`src/rtl/hw_accel_seq_pkg.sv`:
```
// Shared types and default parameter values for the accelerator frame sequencer.
package hw_accel_seq_pkg;

  typedef enum logic [2:0] {
    ST_IDLE,
    ST_ARM,
    ST_XFER,
    ST_FRAME_END,
    ST_ABORT
  } seq_state_e;

  localparam int DEF_FRAME_WIDTH         = 640;
  localparam int DEF_FRAME_HEIGHT        = 480;
  localparam int DEF_DMA_TRANSFER_LENGTH = 1920;
  localparam int DEF_ARM_PULSE_CYCLES    = 4;
  localparam int DEF_SOFT_RST_CYCLES     = 16;
  localparam int DEF_TIMEOUT_CYCLES      = 1048576;

endpackage

```
`src/rtl/hw_accel_seq_pulse_gen.sv`:
```
// Fixed-length pulse timer: counts cycles while enabled and flags the last one.
module hw_accel_seq_pulse_gen #(
  parameter int CYCLES = 4
) (
  input  logic clk,
  input  logic rst,
  input  logic en_i,
  output logic done_o
);

  localparam int CNT_W = (CYCLES > 1) ? $clog2(CYCLES) : 1;
  localparam logic [CNT_W-1:0] LAST = CNT_W'(CYCLES - 1);
  localparam logic [CNT_W-1:0] ONE  = CNT_W'(1);

  logic [CNT_W-1:0] cnt_q, cnt_d;

  // Holds at LAST until the owner drops en_i, so the next pulse starts from zero.
  always_comb begin
    cnt_d = cnt_q;
    if (!en_i) begin
      cnt_d = '0;
    end else if (cnt_q != LAST) begin
      cnt_d = cnt_q + ONE;
    end
  end

  always_ff @(posedge clk) begin
    if (rst) begin
      cnt_q <= '0;
    end else begin
      cnt_q <= cnt_d;
    end
  end

  assign done_o = en_i && (cnt_q == LAST);

endmodule

```
`src/rtl/hw_accel_frame_sequencer.sv`:
```
// Frame sequencer: arms DMA write transfers, counts frames, watches for stalls
// and length errors, and flushes the accelerator on abort.
module hw_accel_frame_sequencer
  import hw_accel_seq_pkg::*;
#(
  parameter int FRAME_WIDTH         = DEF_FRAME_WIDTH,
  parameter int FRAME_HEIGHT        = DEF_FRAME_HEIGHT,
  parameter int DMA_TRANSFER_LENGTH = DEF_DMA_TRANSFER_LENGTH,
  parameter int ARM_PULSE_CYCLES    = DEF_ARM_PULSE_CYCLES,
  parameter int SOFT_RST_CYCLES     = DEF_SOFT_RST_CYCLES,
  parameter int TIMEOUT_CYCLES      = DEF_TIMEOUT_CYCLES
) (
  input  logic       clk,
  input  logic       rst,
  input  logic       cfg_start,
  input  logic       cfg_abort,
  input  logic [7:0] cfg_num_frames,
  input  logic       dma_rvalid,
  input  logic       dma_rready,
  input  logic       dma_wvalid,
  input  logic       dma_wlast,
  output logic       dma_init_done,
  output logic       accel_soft_rst,
  output logic       busy,
  output logic       frame_done,
  output logic [7:0] frame_count,
  output logic       err_timeout,
  output logic       err_len,
  output logic       irq
);

  localparam int XFERS_PER_FRAME = (FRAME_WIDTH * FRAME_HEIGHT) / DMA_TRANSFER_LENGTH;
  localparam int WORD_W = $clog2(DMA_TRANSFER_LENGTH + 1);
  localparam int XFER_W = $clog2(XFERS_PER_FRAME + 1);
  localparam int WD_W   = $clog2(TIMEOUT_CYCLES + 1);

  localparam logic [WORD_W-1:0] WORD_ONE  = WORD_W'(1);
  localparam logic [WORD_W-1:0] WORD_LEN  = WORD_W'(DMA_TRANSFER_LENGTH);
  localparam logic [XFER_W-1:0] XFER_ONE  = XFER_W'(1);
  localparam logic [XFER_W-1:0] XFER_LAST = XFER_W'(XFERS_PER_FRAME - 1);
  localparam logic [WD_W-1:0]   WD_ONE    = WD_W'(1);
  localparam logic [WD_W-1:0]   WD_LAST   = WD_W'(TIMEOUT_CYCLES - 1);

  seq_state_e        state_q, state_d;
  logic [WORD_W-1:0] word_q, word_d, beats;
  logic [XFER_W-1:0] xfer_q, xfer_d;
  logic [WD_W-1:0]   wd_q, wd_d;
  logic [7:0]        fcnt_q, fcnt_d;
  logic              err_to_q, err_to_d, err_len_q, err_len_d;
  logic              err_to_prev_q, err_len_prev_q;
  logic              irq_q, irq_d;
  logic              activity, arm_done, abort_done;

  hw_accel_seq_pulse_gen #(.CYCLES(ARM_PULSE_CYCLES)) u_arm_pulse (
    .clk    (clk),
    .rst    (rst),
    .en_i   (state_q == ST_ARM),
    .done_o (arm_done)
  );

  hw_accel_seq_pulse_gen #(.CYCLES(SOFT_RST_CYCLES)) u_abort_pulse (
    .clk    (clk),
    .rst    (rst),
    .en_i   (state_q == ST_ABORT),
    .done_o (abort_done)
  );

  assign activity = dma_wvalid | (dma_rvalid & dma_rready);

  always_comb begin
    state_d   = state_q;
    word_d    = word_q;
    xfer_d    = xfer_q;
    fcnt_d    = fcnt_q;
    err_to_d  = err_to_q;
    err_len_d = err_len_q;
    beats     = word_q + (dma_wvalid ? WORD_ONE : '0);
    wd_d      = (state_q != ST_XFER || activity) ? '0 : wd_q + WD_ONE;
    irq_d     = (state_q == ST_FRAME_END) | (err_len_q & ~err_len_prev_q)
              | (err_to_q & ~err_to_prev_q);

    case (state_q)
      ST_IDLE: begin
        if (cfg_start) begin
          fcnt_d    = '0;
          err_to_d  = 1'b0;
          err_len_d = 1'b0;
          word_d    = '0;
          xfer_d    = '0;
          state_d   = ST_ARM;
        end
      end
      ST_ARM: begin
        if (cfg_abort)     state_d = ST_ABORT;
        else if (arm_done) state_d = ST_XFER;
      end
      ST_XFER: begin
        // Abort beats wlast, and wlast beats the watchdog.
        if (cfg_abort) begin
          state_d = ST_ABORT;
        end else if (dma_wlast) begin
          if (beats != WORD_LEN) err_len_d = 1'b1;
          word_d = '0;
          wd_d   = '0;
          if (xfer_q == XFER_LAST) begin
            xfer_d  = '0;
            state_d = ST_FRAME_END;
          end else begin
            xfer_d  = xfer_q + XFER_ONE;
            state_d = ST_ARM;
          end
        end else begin
          if (dma_wvalid) word_d = word_q + WORD_ONE;
          if (!activity && wd_q == WD_LAST) begin
            err_to_d = 1'b1;
            state_d  = ST_ABORT;
          end
        end
      end
      ST_FRAME_END: begin
        fcnt_d = fcnt_q + 8'd1;
        if (cfg_abort)                                           state_d = ST_ABORT;
        else if (cfg_num_frames != 8'd0 && fcnt_d == cfg_num_frames) state_d = ST_IDLE;
        else                                                     state_d = ST_ARM;
      end
      ST_ABORT: begin
        word_d = '0;
        xfer_d = '0;
        if (abort_done) state_d = ST_IDLE;
      end
      default: state_d = ST_IDLE;
    endcase
  end

  always_ff @(posedge clk) begin
    if (rst) begin
      state_q        <= ST_IDLE;
      word_q         <= '0;
      xfer_q         <= '0;
      wd_q           <= '0;
      fcnt_q         <= '0;
      err_to_q       <= 1'b0;
      err_len_q      <= 1'b0;
      err_to_prev_q  <= 1'b0;
      err_len_prev_q <= 1'b0;
      irq_q          <= 1'b0;
    end else begin
      state_q        <= state_d;
      word_q         <= word_d;
      xfer_q         <= xfer_d;
      wd_q           <= wd_d;
      fcnt_q         <= fcnt_d;
      err_to_q       <= err_to_d;
      err_len_q      <= err_len_d;
      err_to_prev_q  <= err_to_q;
      err_len_prev_q <= err_len_q;
      irq_q          <= irq_d;
    end
  end

  assign dma_init_done  = (state_q == ST_ARM);
  assign accel_soft_rst = (state_q == ST_ABORT);
  assign busy           = (state_q != ST_IDLE);
  assign frame_done     = (state_q == ST_FRAME_END);
  assign frame_count    = fcnt_q;
  assign err_timeout    = err_to_q;
  assign err_len        = err_len_q;
  assign irq            = irq_q;

endmodule
```
`config.mk`:
```
export PLATFORM = sky130hd
export DESIGN_NAME = hw_accel_frame_sequencer
export DESIGN_NICKNAME = d
export VERILOG_FILES = /design/src/rtl/hw_accel_seq_pkg.sv /design/src/rtl/hw_accel_seq_pulse_gen.sv /design/src/rtl/hw_accel_frame_sequencer.sv
export SDC_FILE = /design/constraint.sdc
export NUM_CORES = 1
export LEC_CHECK = 0
export ABC_AREA = 1
export BUFFER_PORTS_ARGS = -buffer_cell sky130_fd_sc_hd__buf_2
export CELL_PAD_IN_SITES_DETAIL_PLACEMENT = 2
export CELL_PAD_IN_SITES_GLOBAL_PLACEMENT = 2
export CORE_MARGIN = 3
export CORE_UTILIZATION = 35
export CTS_BUF_LIST = sky130_fd_sc_hd__clkbuf_4
export DETAILED_ROUTE_END_ITERATION = 16
export GPL_ROUTABILITY_DRIVEN = 0
export GPL_TIMING_DRIVEN = 0
export PLACE_DENSITY_LB_ADDON = 0.1
export REMOVE_ABC_BUFFERS = 1
export SYNTH_ARGS = -nofsm -noshare
export SYNTH_HDL_FRONTEND = slang
export SYNTH_SLANG_ARGS = --single-unit
export TNS_END_PERCENT = 50
```
`constraint.sdc`:
```
create_clock -name clk -period 2.1 [get_ports clk]
set_input_delay 0.21 -clock clk [delete_from_list [all_inputs] [get_ports clk]]
set_output_delay 0.21 -clock clk [all_outputs]
set_load 0.05 [all_outputs]
```
After elaboration in Yosys (flattened, before gate mapping):

Index checks and enable logic that the tools add are counted.

* bits in registers: 62
* logic and storage cells: 108

* reductions and logical operators: 20
* eq/ne operators: 23
* muxes and demuxes: 36
* $add $sub $neg: 7
* bitwise gates (word level): 10

Operators with widths (number)
* $mux 21: 4
* $mux 11: 4
* $pmux 11 s3: 1
* $mux 8: 4
* $mux 3: 8
* $pmux 8 s3: 1
* $add 21x1->21 const B: 1
* $eq 21x20->1 const B: 1
* $add 8x1->8 const B: 2
* $ne 2x2->1 const B: 8
* $pmux 8 s2: 1
* $pmux 3 s5: 1
* $reduce_and 4->1: 3
* $add 11x1->11: 1
* $add 11x1->11 const B: 1
* $ne 11x11->1 const B: 1
* $reduce_and 5->1: 2
* $mux 1: 9
* $eq 8x8->1: 1
* $eq 8x8->1 const B: 1
* $ne 4x4->1 const B: 2
* $reduce_bool 8->1: 1
* $eq 3x2->1 const B: 2
* $ne 3x3->1 const B: 2
* other kinds (20): 34

Longest topological paths before layout:

* depth after elaboration: 8
* mapped depth: 14

Cells and area by module:

From an unflattened synthesis, not the netlist that was laid out.

* cells, all modules: 520
* area, all modules: 3453.3 sq um

By module, submodules not included
* hw_accel_frame_sequencer: area each 3141.8 sq um, instances 1, cells each 472, seq. area each 1121.1 sq um
* hw_accel_seq_pulse_gen at u_abort_pulse: area each 206.4 sq um, instances 1, cells each 32, seq. area each 80.1 sq um
* hw_accel_seq_pulse_gen at u_arm_pulse: area each 105.1 sq um, instances 1, cells each 16, seq. area each 40.0 sq um

Worst setup path after synthesis:

No wires, ideal clock.

* path type: register to register
* start point: register state_q[1]
* end point: register state_q[0]
* cell stages (with the launch flop): 9
* period minus slack after synthesis: 2.313 ns
* setup time: 0.132 ns
* arrival time: 2.181 ns
* buffers on the path: 0
* path slack: -0.213 ns
* cells stage by stage: dfxtp_1 > nor3_1 > nand2_1 > nor2_1 > nor3_1 > nand2_1 > nor2_1 > nand2_1 > a21oi_1

* cells in the longest elaborated chain, start to end: 4
* elaborated cells on any way between the ends: 13
* those cells by class: eq/ne: 8; mux: 1; reduce/logical: 4

Ends and longest elaborated chain
* from (decl): RTL line hw_accel_frame_sequencer.sv:44 `seq_state_e state_q, state_d;`
* from (signal assigned): RTL line hw_accel_frame_sequencer.sv:148 `state_q <= state_d;`
* $eq 3x1->1 *
* net dma_init_done: RTL line hw_accel_frame_sequencer.sv:22 `output logic dma_init_done,`
* $logic_and 1x1->1: RTL line hw_accel_seq_pulse_gen.sv:35 `assign done_o = en_i && (cnt_q == LAST);`
* $ne 3x3->1 (no source line)
* $reduce_and 4->1 (no source line)

Mark *: on every way through the listed nets, which the timed path passes. The rest lies on a longest branch.
A chain may end at the register's enable or synchronous reset.

Final worst setup path:

* start point: register state_q[2]
* end point: register word_q[9]

* cells in the longest elaborated chain, start to end: 3
* elaborated cells on any way between the ends: 9
* those cells by class: eq/ne: 5; mux: 1; reduce/logical: 3

Ends and longest elaborated chain
* $eq 3x2->1, or another cell as far along: RTL line hw_accel_frame_sequencer.sv:82 `case (state_q)`
* $ne 3x3->1 (no source line), or another cell as far along
* $reduce_and 4->1 (no source line)
* to (signal assigned): RTL line hw_accel_frame_sequencer.sv:149 `word_q <= word_d;`
* to (decl): RTL line hw_accel_frame_sequencer.sv:45 `logic [WORD_W-1:0] word_q, word_d, beats;`

Parallel ways exist; a longest one is shown, timed or not.

==> results.py <==
metrics = {
    "global_route": {
        "grt_first_pass_wirelength_mm": 17.37,
        "grt_max_degree": 18,
        "antenna_found_initial": 0,
        "overflow": 0,
        "grt_util_all_layers_pct": 19.04,
        "grt_pass1_vias": 3703,
    },
    "clock_network": {
        "cts_buffers": 9,
        "root_buffer": "clkbuf_4",
        "clock_sinks": 62,
        "clock_latency_ns": 0.41,
        "h-tree-depth": 3,
        "cts_buffer_depth": 2,
        "clk_pin_slew_ns": 0.11,
        "cts_tree": "done",
    },
    "yosys": {
        "yosysTopAreaCellShare_pct": 35.38,
        "synth_largest_area_cell": "dfxtp_1",
        "yosysUniqueCellTypes": 42,
        "synthFlopType": "dfxtp_1",
        "synth_area_per_cell_um2": 7.017,
        "seq_area_frac_synth_pct": 35.38,
        "synth_cells": 500,
        "yosys_warnings": 0,
        "synth_edf_count": 0,
        "async_reset_ff_share_pct": 0,
        "netlist_top_cells_area": "dfxtp_1 35%, nand2_1 10%, inv_1 7.5%",
        "ys_ff_latch": 62,
        "syn_area_um2": 3508,
    },
    "drt": {
        "vias": 3379,
        "vias_per_cell": 5.013,
        "dr.pass1.iters": 4,
        "drt_first_iter_violations": 102,
        "drt_wl_total_mm": 10.41,
        "ant_nets": 0,
        "remaining_drc_errors": 0,
        "wl_per_cell_um": 15.45,
    },
    "timing": {
        "fmax_mhz": 527.8,
        "setup_viol": 0,
        "skew_ns": 0.01256,
        "slew_headroom_pct": 64.23,
        "fin_ws_ns": 0.2055,
        "slew_violations": 0,
        "hold_viol": 0,
        "rsz0062_at_grt": "false",
        "worst_pin_slew_ns": 0.5360,
        "period_minus_slack_ns": 1.895,
        "period_share_pct": 90.22,
    },
    "placement": {
        "dp_hpwl_mm": 7.784,
        "preCtsSetupSlack_ns": -0.3506,
        "placement.io_buffers": 30,
    },
    "power": {
        "leakage_nw": 1.663,
        "p_per_area_nw_per_um2": 920.5,
        "irDropWorstVdd_mv": 0.3186,
        "p_total_w": 0.003698,
    },
    "floorplanning": {
        "die_w_um": 106.1,
        "io_pins": 31,
        "die_y_um": 106.1,
        "initial_utilization_pct": 36.92,
        "rows": 35,
        "die-area_um2": 11260,
        "core-area_um2": 9503,
    },
    "layout": {
        "multi_input_area_um2": 1997,
        "diodes": 0,
        "layout.nets": 564,
        "register_area_um2": 1245,
        "areaGrowthSynthToFinish_pct": 14.51,
        "nFillCells": 1145,
        "drive_gt1_share_pct": 18.17,
    },
    "setup_path": {
        "crit_path_top_delay_cell": "dfxtp_1",
        "worstSetupStartpointType": "register",
        "slowest_delay_ns": 0.50,
        "ff2ff_setup_slack_ns": 0.21,
        "crit_required_ns": 2.41,
        "crit_buf_inv": 1,
        "worstPathCellList": "nor2_2, nand2_4, inv_4, nand2_4, nand2_4, nor2_8, nor2_8, nor2_8, nand3_1, o21ai_1, a21oi_1",
        "cp.arrival_ns": 2.20,
        "cp_top_family": "simple AND/OR/NAND/NOR gates",
        "reg2reg_depth": 11,
        "worstPathMaxFanout": 12,
        "r2r_end": "word_q[9]$_SDFFE_PP0P_",
        "end_kind": "register",
        "r2r-start": "state_q[2]$_SDFFE_PP0P_",
        "path_class": "reg2reg",
    },
    "run": {
        "drv_cap": 0,
    },
    "worst_hold_path": {
        "hold_path_startpoint": "dma_wlast",
        "hold_path.class": "in2reg",
        "worstHoldPathCells": 4,
        "whs_endpoint": "word_q[8]$_SDFFE_PP0P_",
    },
    "outcome": {
        "status": "finished clean",
    },
}
==> what timing repair did <==
item / 4_1_cts / 5_1_grt
pin swaps: 1 / 2
endpoints found under the setup margin: 10 / 7
cloned: 0 / 0
resized for setup: 3 / 11
buffers inserted: 0 / 5
hold buffers: 0 / 0
==> through the flow <==
stage                     TNS (ns)  cell area, um2  instances  hold WS (ns)  util (%)
final                            0            4018        674        0.1412     42.28
after global placement      -2.565            3787        653        0.4390     39.86
after floorplan             -6.054            3476        494        0.2762         -
after global routing             0            4018        674        0.1454     42.28
after CTS                        0            3939        669        0.1404     41.45
after detailed placement    -2.993            3787        653        0.4713     39.86
==> flip-flops by register name (all words and copies together) (netlist names), 2 cells and up <==
signal               count
state_q                  3
u_arm_pulse.cnt_q        2
u_abort_pulse.cnt_q      4
xfer_q                   8
frame_count              8
word_q                  11
wd_q                    21
==> cells in the final DEF, fill, tap and decap left out, types with 6 or more instances in the layout <==
cell	instances
dfxtp_1	59
a21oi_1	32
o21ai_0	13
nand2_4	7
nor2_2	9
nand2_1	97
inv_1	70
nand3_1	38
ha_1	8
buf_2	30
o21ai_1	6
xor2_1	9
nor2_1	61
nor2_4	6
clkbuf_4	10
nor3_1	18
==> synthesized netlist by cell type (2+ instances only) <==
master,number
nand2_1,97
inv_1,70
nor2_1,65
dfxtp_1,62
nand3_1,39
a21oi_1,32
nor3_1,19
o21ai_0,13
xor2_1,9
ha_1,8
nand2_4,7
nor2_2,7
o21ai_1,6
nand3_2,5
o21a_1,5
a31oi_1,4
nand4_1,4
nor2_4,4
xnor2_1,4
a211oi_1,3
clkbuf_1,3
inv_2,3
nand2_2,3
nand3b_1,3
nor2_8,3
nor4_1,3
a21oi_2,2
a221oi_1,2
buf_2,2
==> layout make-up <==
cell class,count,area share (%)
inverter,75,7.194
tap,129,4.017
clock buffer,10,1.869
clock inverter,6,1.557
sequential,62,30.99
multi-input combinational,357,49.70
timing repair buffer,35,4.671
==> worst max path at each step <==
stage                                              to  cells past startpoint  slack (ns)                    start
after global routing          state_q[0]$_SDFFE_PP0P_                     11       0.009       wd_q[0]$_SDFF_PP0_
after global placement    frame_count[5]$_SDFFE_PP0P_                      7       -0.31  state_q[1]$_SDFFE_PP0P_
after detailed placement  frame_count[6]$_SDFFE_PP0P_                      7       -0.35  state_q[1]$_SDFFE_PP0P_
after CTS                                  frame_done                      3        0.02  state_q[1]$_SDFFE_PP0P_
after floorplan           frame_count[3]$_SDFFE_PP0P_                      7       -0.61  state_q[1]$_SDFFE_PP0P_
final                          word_q[9]$_SDFFE_PP0P_                     11        0.21  state_q[2]$_SDFFE_PP0P_
==> logic make-up (layout without fill, tap and decap cells) <==
group	after synthesis	in the layout	synth area share [%]
AO/OA/AOI/OAI	73	73	12.23
flip-flops	62	62	35.38
XOR/XNOR	13	13	3.245
adder cells (fa/ha/maj)	8	8	2.853
buffers and inverters	81	126	9.166
AND/OR/NAND/NOR	262	262	36.84
multiplexers	1	1	0.2853
==> worst register-to-register path, delay by kind of cell (launching register included) <==
kind,cells,cell delay [ns]
AOI/OAI and AO/OA,2,0.21
buffers and inverters,1,0.08
DFF,1,0.50
and+or+nand+nor,8,1.02
==> where the power goes <==
group / switching [W] / total [W] / leakage [nW] / internal (W)
clock: 0.000492 / 0.000864 / 0.0700 / 0.000372
combinational: 0.00109 / 0.00149 / 1.09 / 0.000403
sequential: 0.0000826 / 0.00134 / 0.503 / 0.00126
total: 0.00166 / 0.00370 / 1.66 / 0.00204
==> layer usage <==
| metal | part of all wire [%] | up-vias | track usage (%) |
|---|---|---|---|
| met1 | 45 | 1654 | 21.89 |
| met3 | 1.2 | 7 | 3.643 |
| met5 | 0 | - | 0 |
| met4 | 0.83 | 0 | 3.885 |
| li1 | - | 1701 | - |
| met2 | 53 | 17 | 36.29 |
No activity file was read; power rests on OpenSTA's default activity.
